[src/rtl/encode_pkg.sv]
// Shared encoding constants and request types for the RV32I instruction encoder.
// The decode stage imports this package too, so both ends agree on the class/op codes.
package encode_pkg;

  localparam logic [3:0] OPT_MATH   = 4'd0;
  localparam logic [3:0] OPT_LDST   = 4'd1;
  localparam logic [3:0] OPT_BRANCH = 4'd2;
  localparam logic [3:0] OPT_JUMP   = 4'd3;

  localparam logic [4:0] SPEC_ADD  = 5'd0;
  localparam logic [4:0] SPEC_SUB  = 5'd1;
  localparam logic [4:0] SPEC_XOR  = 5'd2;
  localparam logic [4:0] SPEC_OR   = 5'd3;
  localparam logic [4:0] SPEC_AND  = 5'd4;
  localparam logic [4:0] SPEC_SLL  = 5'd5;
  localparam logic [4:0] SPEC_SRL  = 5'd6;
  localparam logic [4:0] SPEC_SRA  = 5'd7;
  localparam logic [4:0] SPEC_SLT  = 5'd8;
  localparam logic [4:0] SPEC_SLTU = 5'd9;

  localparam logic [4:0] SPEC_LB  = 5'd0;
  localparam logic [4:0] SPEC_LH  = 5'd1;
  localparam logic [4:0] SPEC_LW  = 5'd2;
  localparam logic [4:0] SPEC_LBU = 5'd3;
  localparam logic [4:0] SPEC_LHU = 5'd4;
  localparam logic [4:0] SPEC_SB  = 5'd5;
  localparam logic [4:0] SPEC_SH  = 5'd6;
  localparam logic [4:0] SPEC_SW  = 5'd7;

  localparam logic [4:0] SPEC_BEQ  = 5'd0;
  localparam logic [4:0] SPEC_BNE  = 5'd1;
  localparam logic [4:0] SPEC_BLT  = 5'd2;
  localparam logic [4:0] SPEC_BGE  = 5'd3;
  localparam logic [4:0] SPEC_BLTU = 5'd4;
  localparam logic [4:0] SPEC_BGEU = 5'd5;

  localparam logic [4:0] SPEC_JAL  = 5'd0;
  localparam logic [4:0] SPEC_JALR = 5'd1;

  localparam logic [6:0] OPC_OP     = 7'b0110011;
  localparam logic [6:0] OPC_OP_IMM = 7'b0010011;
  localparam logic [6:0] OPC_LOAD   = 7'b0000011;
  localparam logic [6:0] OPC_STORE  = 7'b0100011;
  localparam logic [6:0] OPC_BRANCH = 7'b1100011;
  localparam logic [6:0] OPC_JAL    = 7'b1101111;
  localparam logic [6:0] OPC_JALR   = 7'b1100111;

  localparam logic [2:0] F3_ADD  = 3'b000;
  localparam logic [2:0] F3_SLL  = 3'b001;
  localparam logic [2:0] F3_SLT  = 3'b010;
  localparam logic [2:0] F3_SLTU = 3'b011;
  localparam logic [2:0] F3_XOR  = 3'b100;
  localparam logic [2:0] F3_SR   = 3'b101;
  localparam logic [2:0] F3_OR   = 3'b110;
  localparam logic [2:0] F3_AND  = 3'b111;

  localparam logic [2:0] F3_B  = 3'b000;
  localparam logic [2:0] F3_H  = 3'b001;
  localparam logic [2:0] F3_W  = 3'b010;
  localparam logic [2:0] F3_BU = 3'b100;
  localparam logic [2:0] F3_HU = 3'b101;

  localparam logic [2:0] F3_BEQ  = 3'b000;
  localparam logic [2:0] F3_BNE  = 3'b001;
  localparam logic [2:0] F3_BLT  = 3'b100;
  localparam logic [2:0] F3_BGE  = 3'b101;
  localparam logic [2:0] F3_BLTU = 3'b110;
  localparam logic [2:0] F3_BGEU = 3'b111;

  localparam logic [2:0] F3_JALR = 3'b000;

  localparam logic [6:0] F7_ZERO = 7'b0000000;
  localparam logic [6:0] F7_ALT  = 7'b0100000;

  typedef struct packed {
    logic [3:0]  op_type;
    logic [4:0]  op_spec;
    logic        use_imm;
    logic [4:0]  rd;
    logic [4:0]  rs1;
    logic [4:0]  rs2;
    logic [31:0] imm;
  } enc_req_t;

  typedef struct packed {
    logic [31:0] word;
    logic        illegal;
  } enc_entry_t;

endpackage

[src/rtl/encode_word.sv]
// Combinational RV32I word assembly from a decoded request; illegal requests yield word 0.
// Build with ENCODER_STRICT_IMM_EN to also reject immediates that do not fit their field.
module encode_word
  import encode_pkg::*;
(
  input  enc_req_t    req,
  output logic [31:0] word,
  output logic        illegal
);

  logic fit_i, fit_b, fit_j, fit_sh;

`ifdef ENCODER_STRICT_IMM_EN
  // A value fits an N-bit signed field when every bit above the sign bit copies it.
  assign fit_i  = (req.imm[31:11] == '0) || (req.imm[31:11] == '1);
  assign fit_b  = ((req.imm[31:12] == '0) || (req.imm[31:12] == '1)) && !req.imm[0];
  assign fit_j  = ((req.imm[31:20] == '0) || (req.imm[31:20] == '1)) && !req.imm[0];
  assign fit_sh = (req.imm[31:5] == '0);
`else
  assign fit_i  = 1'b1;
  assign fit_b  = 1'b1;
  assign fit_j  = 1'b1;
  assign fit_sh = 1'b1;
  wire unused_imm_bits = ^{req.imm[31:21], req.imm[0]};
`endif

  logic [2:0] f3;
  logic [6:0] f7;
  logic       is_shift;
  logic       is_store;

  always_comb begin
    word     = '0;
    illegal  = 1'b0;
    f3       = 3'b000;
    f7       = F7_ZERO;
    is_shift = 1'b0;
    is_store = 1'b0;
    case (req.op_type)
      OPT_MATH: begin
        case (req.op_spec)
          SPEC_ADD:  f3 = F3_ADD;
          SPEC_SUB:  begin f3 = F3_ADD; f7 = F7_ALT; end
          SPEC_XOR:  f3 = F3_XOR;
          SPEC_OR:   f3 = F3_OR;
          SPEC_AND:  f3 = F3_AND;
          SPEC_SLL:  begin f3 = F3_SLL; is_shift = 1'b1; end
          SPEC_SRL:  begin f3 = F3_SR;  is_shift = 1'b1; end
          SPEC_SRA:  begin f3 = F3_SR;  is_shift = 1'b1; f7 = F7_ALT; end
          SPEC_SLT:  f3 = F3_SLT;
          SPEC_SLTU: f3 = F3_SLTU;
          default:   illegal = 1'b1;
        endcase
        if (!illegal) begin
          if (!req.use_imm)
            word = {f7, req.rs2, req.rs1, f3, req.rd, OPC_OP};
          else if (req.op_spec == SPEC_SUB)
            illegal = 1'b1;
          else if (is_shift) begin
            word    = {f7, req.imm[4:0], req.rs1, f3, req.rd, OPC_OP_IMM};
            illegal = !fit_sh;
          end else begin
            word    = {req.imm[11:0], req.rs1, f3, req.rd, OPC_OP_IMM};
            illegal = !fit_i;
          end
        end
      end
      OPT_LDST: begin
        case (req.op_spec)
          SPEC_LB:  f3 = F3_B;
          SPEC_LH:  f3 = F3_H;
          SPEC_LW:  f3 = F3_W;
          SPEC_LBU: f3 = F3_BU;
          SPEC_LHU: f3 = F3_HU;
          SPEC_SB:  begin f3 = F3_B; is_store = 1'b1; end
          SPEC_SH:  begin f3 = F3_H; is_store = 1'b1; end
          SPEC_SW:  begin f3 = F3_W; is_store = 1'b1; end
          default:  illegal = 1'b1;
        endcase
        if (!illegal) begin
          if (is_store)
            word = {req.imm[11:5], req.rs2, req.rs1, f3, req.imm[4:0], OPC_STORE};
          else
            word = {req.imm[11:0], req.rs1, f3, req.rd, OPC_LOAD};
          illegal = !fit_i;
        end
      end
      OPT_BRANCH: begin
        case (req.op_spec)
          SPEC_BEQ:  f3 = F3_BEQ;
          SPEC_BNE:  f3 = F3_BNE;
          SPEC_BLT:  f3 = F3_BLT;
          SPEC_BGE:  f3 = F3_BGE;
          SPEC_BLTU: f3 = F3_BLTU;
          SPEC_BGEU: f3 = F3_BGEU;
          default:   illegal = 1'b1;
        endcase
        if (!illegal) begin
          word    = {req.imm[12], req.imm[10:5], req.rs2, req.rs1, f3,
                     req.imm[4:1], req.imm[11], OPC_BRANCH};
          illegal = !fit_b;
        end
      end
      OPT_JUMP: begin
        case (req.op_spec)
          SPEC_JAL: begin
            word    = {req.imm[20], req.imm[10:1], req.imm[11], req.imm[19:12],
                       req.rd, OPC_JAL};
            illegal = !fit_j;
          end
          SPEC_JALR: begin
            word    = {req.imm[11:0], req.rs1, F3_JALR, req.rd, OPC_JALR};
            illegal = !fit_i;
          end
          default: illegal = 1'b1;
        endcase
      end
      default: illegal = 1'b1;
    endcase
    if (illegal) word = '0;
  end

endmodule

[src/rtl/instr_encoder.sv]
// RV32I instruction encoder: encodes accepted requests into a DEPTH-entry output FIFO
// and counts illegal requests. ENCODER_STRICT_IMM_EN enables immediate range checking.
module instr_encoder
  import encode_pkg::*;
#(
  parameter int DEPTH = 4,
  parameter int CNT_W = 16
) (
  input  logic             clk,
  input  logic             rst,
  input  logic             in_valid,
  output logic             in_ready,
  input  logic [3:0]       in_op_type,
  input  logic [4:0]       in_op_spec,
  input  logic             in_use_imm,
  input  logic [4:0]       in_rd,
  input  logic [4:0]       in_rs1,
  input  logic [4:0]       in_rs2,
  input  logic [31:0]      in_imm,
  output logic             out_valid,
  input  logic             out_ready,
  output logic [31:0]      out_word,
  output logic             out_illegal,
  output logic [CNT_W-1:0] illegal_cnt
);

  localparam int PTR_W = $clog2(DEPTH);
  localparam int OCC_W = PTR_W + 1;

  function automatic logic [CNT_W-1:0] sat_inc(input logic [CNT_W-1:0] v);
    return (&v) ? v : v + CNT_W'(1);
  endfunction

  enc_req_t    req_p0;
  logic [31:0] enc_word_p0;
  logic        enc_illegal_p0;

  assign req_p0 = '{op_type: in_op_type, op_spec: in_op_spec, use_imm: in_use_imm,
                    rd: in_rd, rs1: in_rs1, rs2: in_rs2, imm: in_imm};

  encode_word u_encode_word (
    .req     (req_p0),
    .word    (enc_word_p0),
    .illegal (enc_illegal_p0)
  );

  // ---- stage p1: FIFO storage ----
  enc_entry_t       mem_p1 [DEPTH];
  logic [PTR_W-1:0] wr_ptr, rd_ptr;
  logic [OCC_W-1:0] occ;
  logic             push, pop, full;

  assign full      = (occ == OCC_W'(DEPTH));
  assign in_ready  = !full;
  assign out_valid = (occ != '0);
  assign push      = in_valid && in_ready;
  assign pop       = out_valid && out_ready;

  always_ff @(posedge clk or posedge rst) begin
    if (rst) begin
      wr_ptr      <= '0;
      rd_ptr      <= '0;
      occ         <= '0;
      illegal_cnt <= '0;
    end else begin
      if (push) wr_ptr <= wr_ptr + PTR_W'(1);
      if (pop)  rd_ptr <= rd_ptr + PTR_W'(1);
      case ({push, pop})
        2'b10:   occ <= occ + OCC_W'(1);
        2'b01:   occ <= occ - OCC_W'(1);
        default: occ <= occ;
      endcase
      if (push && enc_illegal_p0) illegal_cnt <= sat_inc(illegal_cnt);
    end
  end

  // Storage carries no reset; the head is masked while the FIFO is empty.
  always_ff @(posedge clk) begin
    if (push) mem_p1[wr_ptr] <= '{word: enc_word_p0, illegal: enc_illegal_p0};
  end

  assign out_word    = out_valid ? mem_p1[rd_ptr].word    : '0;
  assign out_illegal = out_valid ? mem_p1[rd_ptr].illegal : 1'b0;

endmodule

[config.mk]
export PLATFORM = sky130hd
export DESIGN_NAME = instr_encoder
export DESIGN_NICKNAME = d
export VERILOG_FILES = /design/src/rtl/encode_pkg.sv /design/src/rtl/encode_word.sv /design/src/rtl/instr_encoder.sv
export SDC_FILE = /design/constraint.sdc
export NUM_CORES = 1
export LEC_CHECK = 0
export ABC_AREA = 0
export CELL_PAD_IN_SITES_DETAIL_PLACEMENT = 1
export CELL_PAD_IN_SITES_GLOBAL_PLACEMENT = 1
export CORE_UTILIZATION = 48
export DETAILED_ROUTE_END_ITERATION = 7
export PLACE_DENSITY_LB_ADDON = 0.15
export SYNTH_ARGS = -nofsm -noshare
export SYNTH_HDL_FRONTEND = slang
export SYNTH_SLANG_ARGS = --single-unit
[constraint.sdc]
create_clock -name clk -period 4.09 [get_ports clk]
set_clock_uncertainty 0.15 [all_clocks]
set_input_delay 1.227 -clock clk [delete_from_list [all_inputs] [get_ports clk]]
set_output_delay 1.227 -clock clk [all_outputs]
set_load 0.05 [all_outputs]
==> reports/metrics.csv <==
stage,metric,value,unit
status,outcome,"complete, no violations",
yosys,YS warnings,0,
global_routing,initial antenna violation count,0,
layout,"leading cell type in the layout, fill and taps excluded",edfxtp_1,
timing,final setup fails,0,
detailed_routing,initial DRC count,296,
timing,Setup Total Neg Slack,0,ns
power_and_ir_drop,"IR drop worst, VDD",368,uV
placed_design,"worst slack, placed",0.180,ns
clock_tree,latest clock arrival within the worst-skew pair,0.43,ns
die,row count,43,
placed_design,number of port buffers,100,
timing,worst slew pin tran,0.939,ns
layout,"commonest cells after routing, fill and taps aside","edfxtp_1, clkdlybuf4s50_1, buf_4",
clock_tree,clk buf depth,2,
placed_design,gp weighted congestion,0.795,
die,starting density of the core,49.1,%
yosys,"EDFF count, synth",128,
layout,area delta synth->final,28.2,%
die,Die Area,14700,sq um
global_routing,first-pass GRT wire length,26000,um
hold_path,worst hold path class,reg -> reg,
clock_tree,CTS sink count,151,
detailed_routing,WL/cell,22.2,um
yosys,count of cell types in the netlist,56,
clock_tree,CTS Buf Count,17,
die,Die Ht,121,um
detailed_routing,# DRC,0,
timing,max-slew violations,0,
die,Die X,121,um
global_routing,total grt overflow,0,
yosys,sequential fraction of the synthesis area,64.8,%
detailed_routing,DRT Wirelength,16300,um
timing,normalized max-slew margin,37.3,%
die,area of the core,13900,sq um
setup_path,CP endpoint kind,primary output,
die,I/O pins,112,
detailed_routing,vias post-DR,4195,
setup_path,CP max FO,24,
hold_path,WHS Path Cells,1,
power_and_ir_drop,PD cells,754,nW/um^2
global_routing,largest net degree at the start of global routing,35,
layout,share of cells above drive strength 1,24.1,%
run,max-capacitance violation count,0,
clock_tree,CTS tree,built,
yosys,Post-Synthesis Cells,431,
clock_tree,Clock Tree Root,clkbuf_16,
yosys,Mapped Area,6820,sq um
layout,# diodes,0,
layout,# fillers,1295,
yosys,"flops & latches, synth",151,
detailed_routing,Via-to-Cell Ratio,5.70,
timing,f_max,273,MHz
clock_tree,clock-pin slew on the worst setup and hold paths,0.06,ns
setup_path,CP arrival,2.28,ns
yosys,Mean Syn Cell Area,15.8,sq um
yosys,Synth Flop Type,edfxtp_1,
clock_tree,Hold Buf Count CTS,0,
power_and_ir_drop,LEAKAGE,3.20,nW
timing,final worst path period share,89.4,%
placed_design,HPWL after DPL,11000,um
global_routing,vias in the first global route,4600,
clock_tree,Max H-tree Level,4,
timing,RSZ-0062 raised after global routing,false,
clock_tree,Post-CTS Setup Bufs,0,
timing,final worst setup slack,0.432,ns
global_routing,gr usage total,24.4,%
setup_path,r2r worst-path depth,9,
clock_tree,cts repair resizes,0,
timing,Final Hold Fails,0,
yosys,asr flop ratio synth,15.2,%
detailed_routing,router iterations before antenna repair,4,
setup_path,critical path class,reg -> out,
detailed_routing,Antenna Nets Post-Route,0,
yosys,Synthesized Nets,499,
layout,Final Net Count,611,
setup_path,crit start category,flop,
timing,Tmin final,3.66,ns
setup_path,WP data required,2.71,ns
[cells in the mapped netlist (all sizes together) (2+ instances only)]
| library cell | n | share of area, % |
|---|---|---|
| ha | 6 | 1.1 |
| o22ai | 4 | 0.46 |
| or3b | 2 | 0.26 |
| inv | 12 | 0.66 |
| mux4 | 32 | 11 |
| or3 | 2 | 0.18 |
| nor2 | 14 | 0.84 |
| a31oi | 2 | 0.18 |
| xor2 | 4 | 0.51 |
| buf | 12 | 1.1 |
| xnor2 | 16 | 2.1 |
| nand2 | 20 | 1.2 |
| o21ai | 7 | 0.51 |
| edfxtp | 128 | 56 |
| mux2i | 3 | 0.44 |
| nand2b | 4 | 0.37 |
| nand3 | 12 | 1.4 |
| clkbuf | 13 | 0.72 |
| nand4 | 10 | 0.92 |
| nor3 | 3 | 0.44 |
| o211ai | 2 | 0.22 |
| a22oi | 4 | 0.44 |
| and3 | 10 | 0.92 |
| dfrtp | 23 | 8.4 |
| or2 | 3 | 0.31 |
| mux2 | 3 | 0.50 |
| a32oi | 3 | 0.39 |
| a21oi | 7 | 0.68 |
| nor2b | 8 | 0.73 |
| a22o | 13 | 1.7 |
| and2 | 35 | 3.2 |
[where the power goes]
| group | leakage [nW] | internal [mW] | switching, mW | total (mW) |
|---|---|---|---|---|
| clock network | 0.263 | 0.895 | 0.623 | 1.52 |
| registers | 1.56 | 1.96 | 0.173 | 2.14 |
| logic | 1.38 | 1.19 | 1.74 | 2.93 |
[stage by stage]
step	cell area (sq um)	util, %	total power, mW	hold slack (ns)	std cells
4_1_cts	8740	63.0	6.66	0.334	736
2_1_floorplan	6820	-	4.01	0.298	431
6_report	8740	63.0	6.59	0.333	736
3_3_place_gp	8160	58.8	5.05	0.321	704
5_1_grt	8740	63.0	6.86	0.357	736
3_5_place_dp	8160	58.8	5.13	0.325	704
[final timing paths]
kind                           start               to  slack, ns
hold / removal                occ[2]           occ[2]       0.33
min in group asynchronous        rst  illegal_cnt[14]       1.16
setup reg to reg              occ[0]           occ[2]       1.48
max in group asynchronous        rst        rd_ptr[0]       1.99
setup / recovery           rd_ptr[0]     out_word[13]       0.43
hold reg to reg               occ[2]           occ[2]       0.33
[flip-flops by register name (all words and copies together) (netlist names)]
signal       cells
illegal_cnt     16
wr_ptr           2
rd_ptr           2
occ              3
mem_p1         128
[final cells by class]
| cell class | instances | area [sq um] | area share (%) |
|---|---|---|---|
| clock buffer | 17 | 425 | 4.87 |
| clock inverter | 15 | 153 | 1.75 |
| inverter | 12 | 45.0 | 0.515 |
| multi-input combinational | 243 | 2230 | 25.5 |
| sequential | 151 | 4420 | 50.6 |
| tap | 180 | 225 | 2.58 |
| timing repair buffer | 118 | 1240 | 14.2 |
[critical path: stages, from the launching register on]
cell and delay [ns]:
dfrtp_2 0.63, buf_12 0.28, mux4_2 0.55, and2_1 0.22, buf_12 0.16
[kinds of logic (layout without fill, tap and decap cells)]
family / count (synthesis) / after routing / share of synthesized area (%)
multiplexers: 38 / 38 / 11.5
flip-flops: 151 / 151 / 64.8
AND/OR/NAND/NOR: 126 / 126 / 11.2
AO/OA/AOI/OAI: 52 / 52 / 6.07
buffers and inverters: 37 / 162 / 2.44
adder cells (fa/ha/maj): 7 / 7 / 1.39
XOR/XNOR: 20 / 20 / 2.57
[layer usage]
metal	share of wire (%)	vias to the layer above	global-route usage (%)
li1	-	1884	-
met4	1.2	0	7.10
met2	50	126	40.8
met3	4.8	16	5.87
met5	0	-	0
met1	44	2169	31.7
Note: power is estimated with default switching activity, not from simulation.
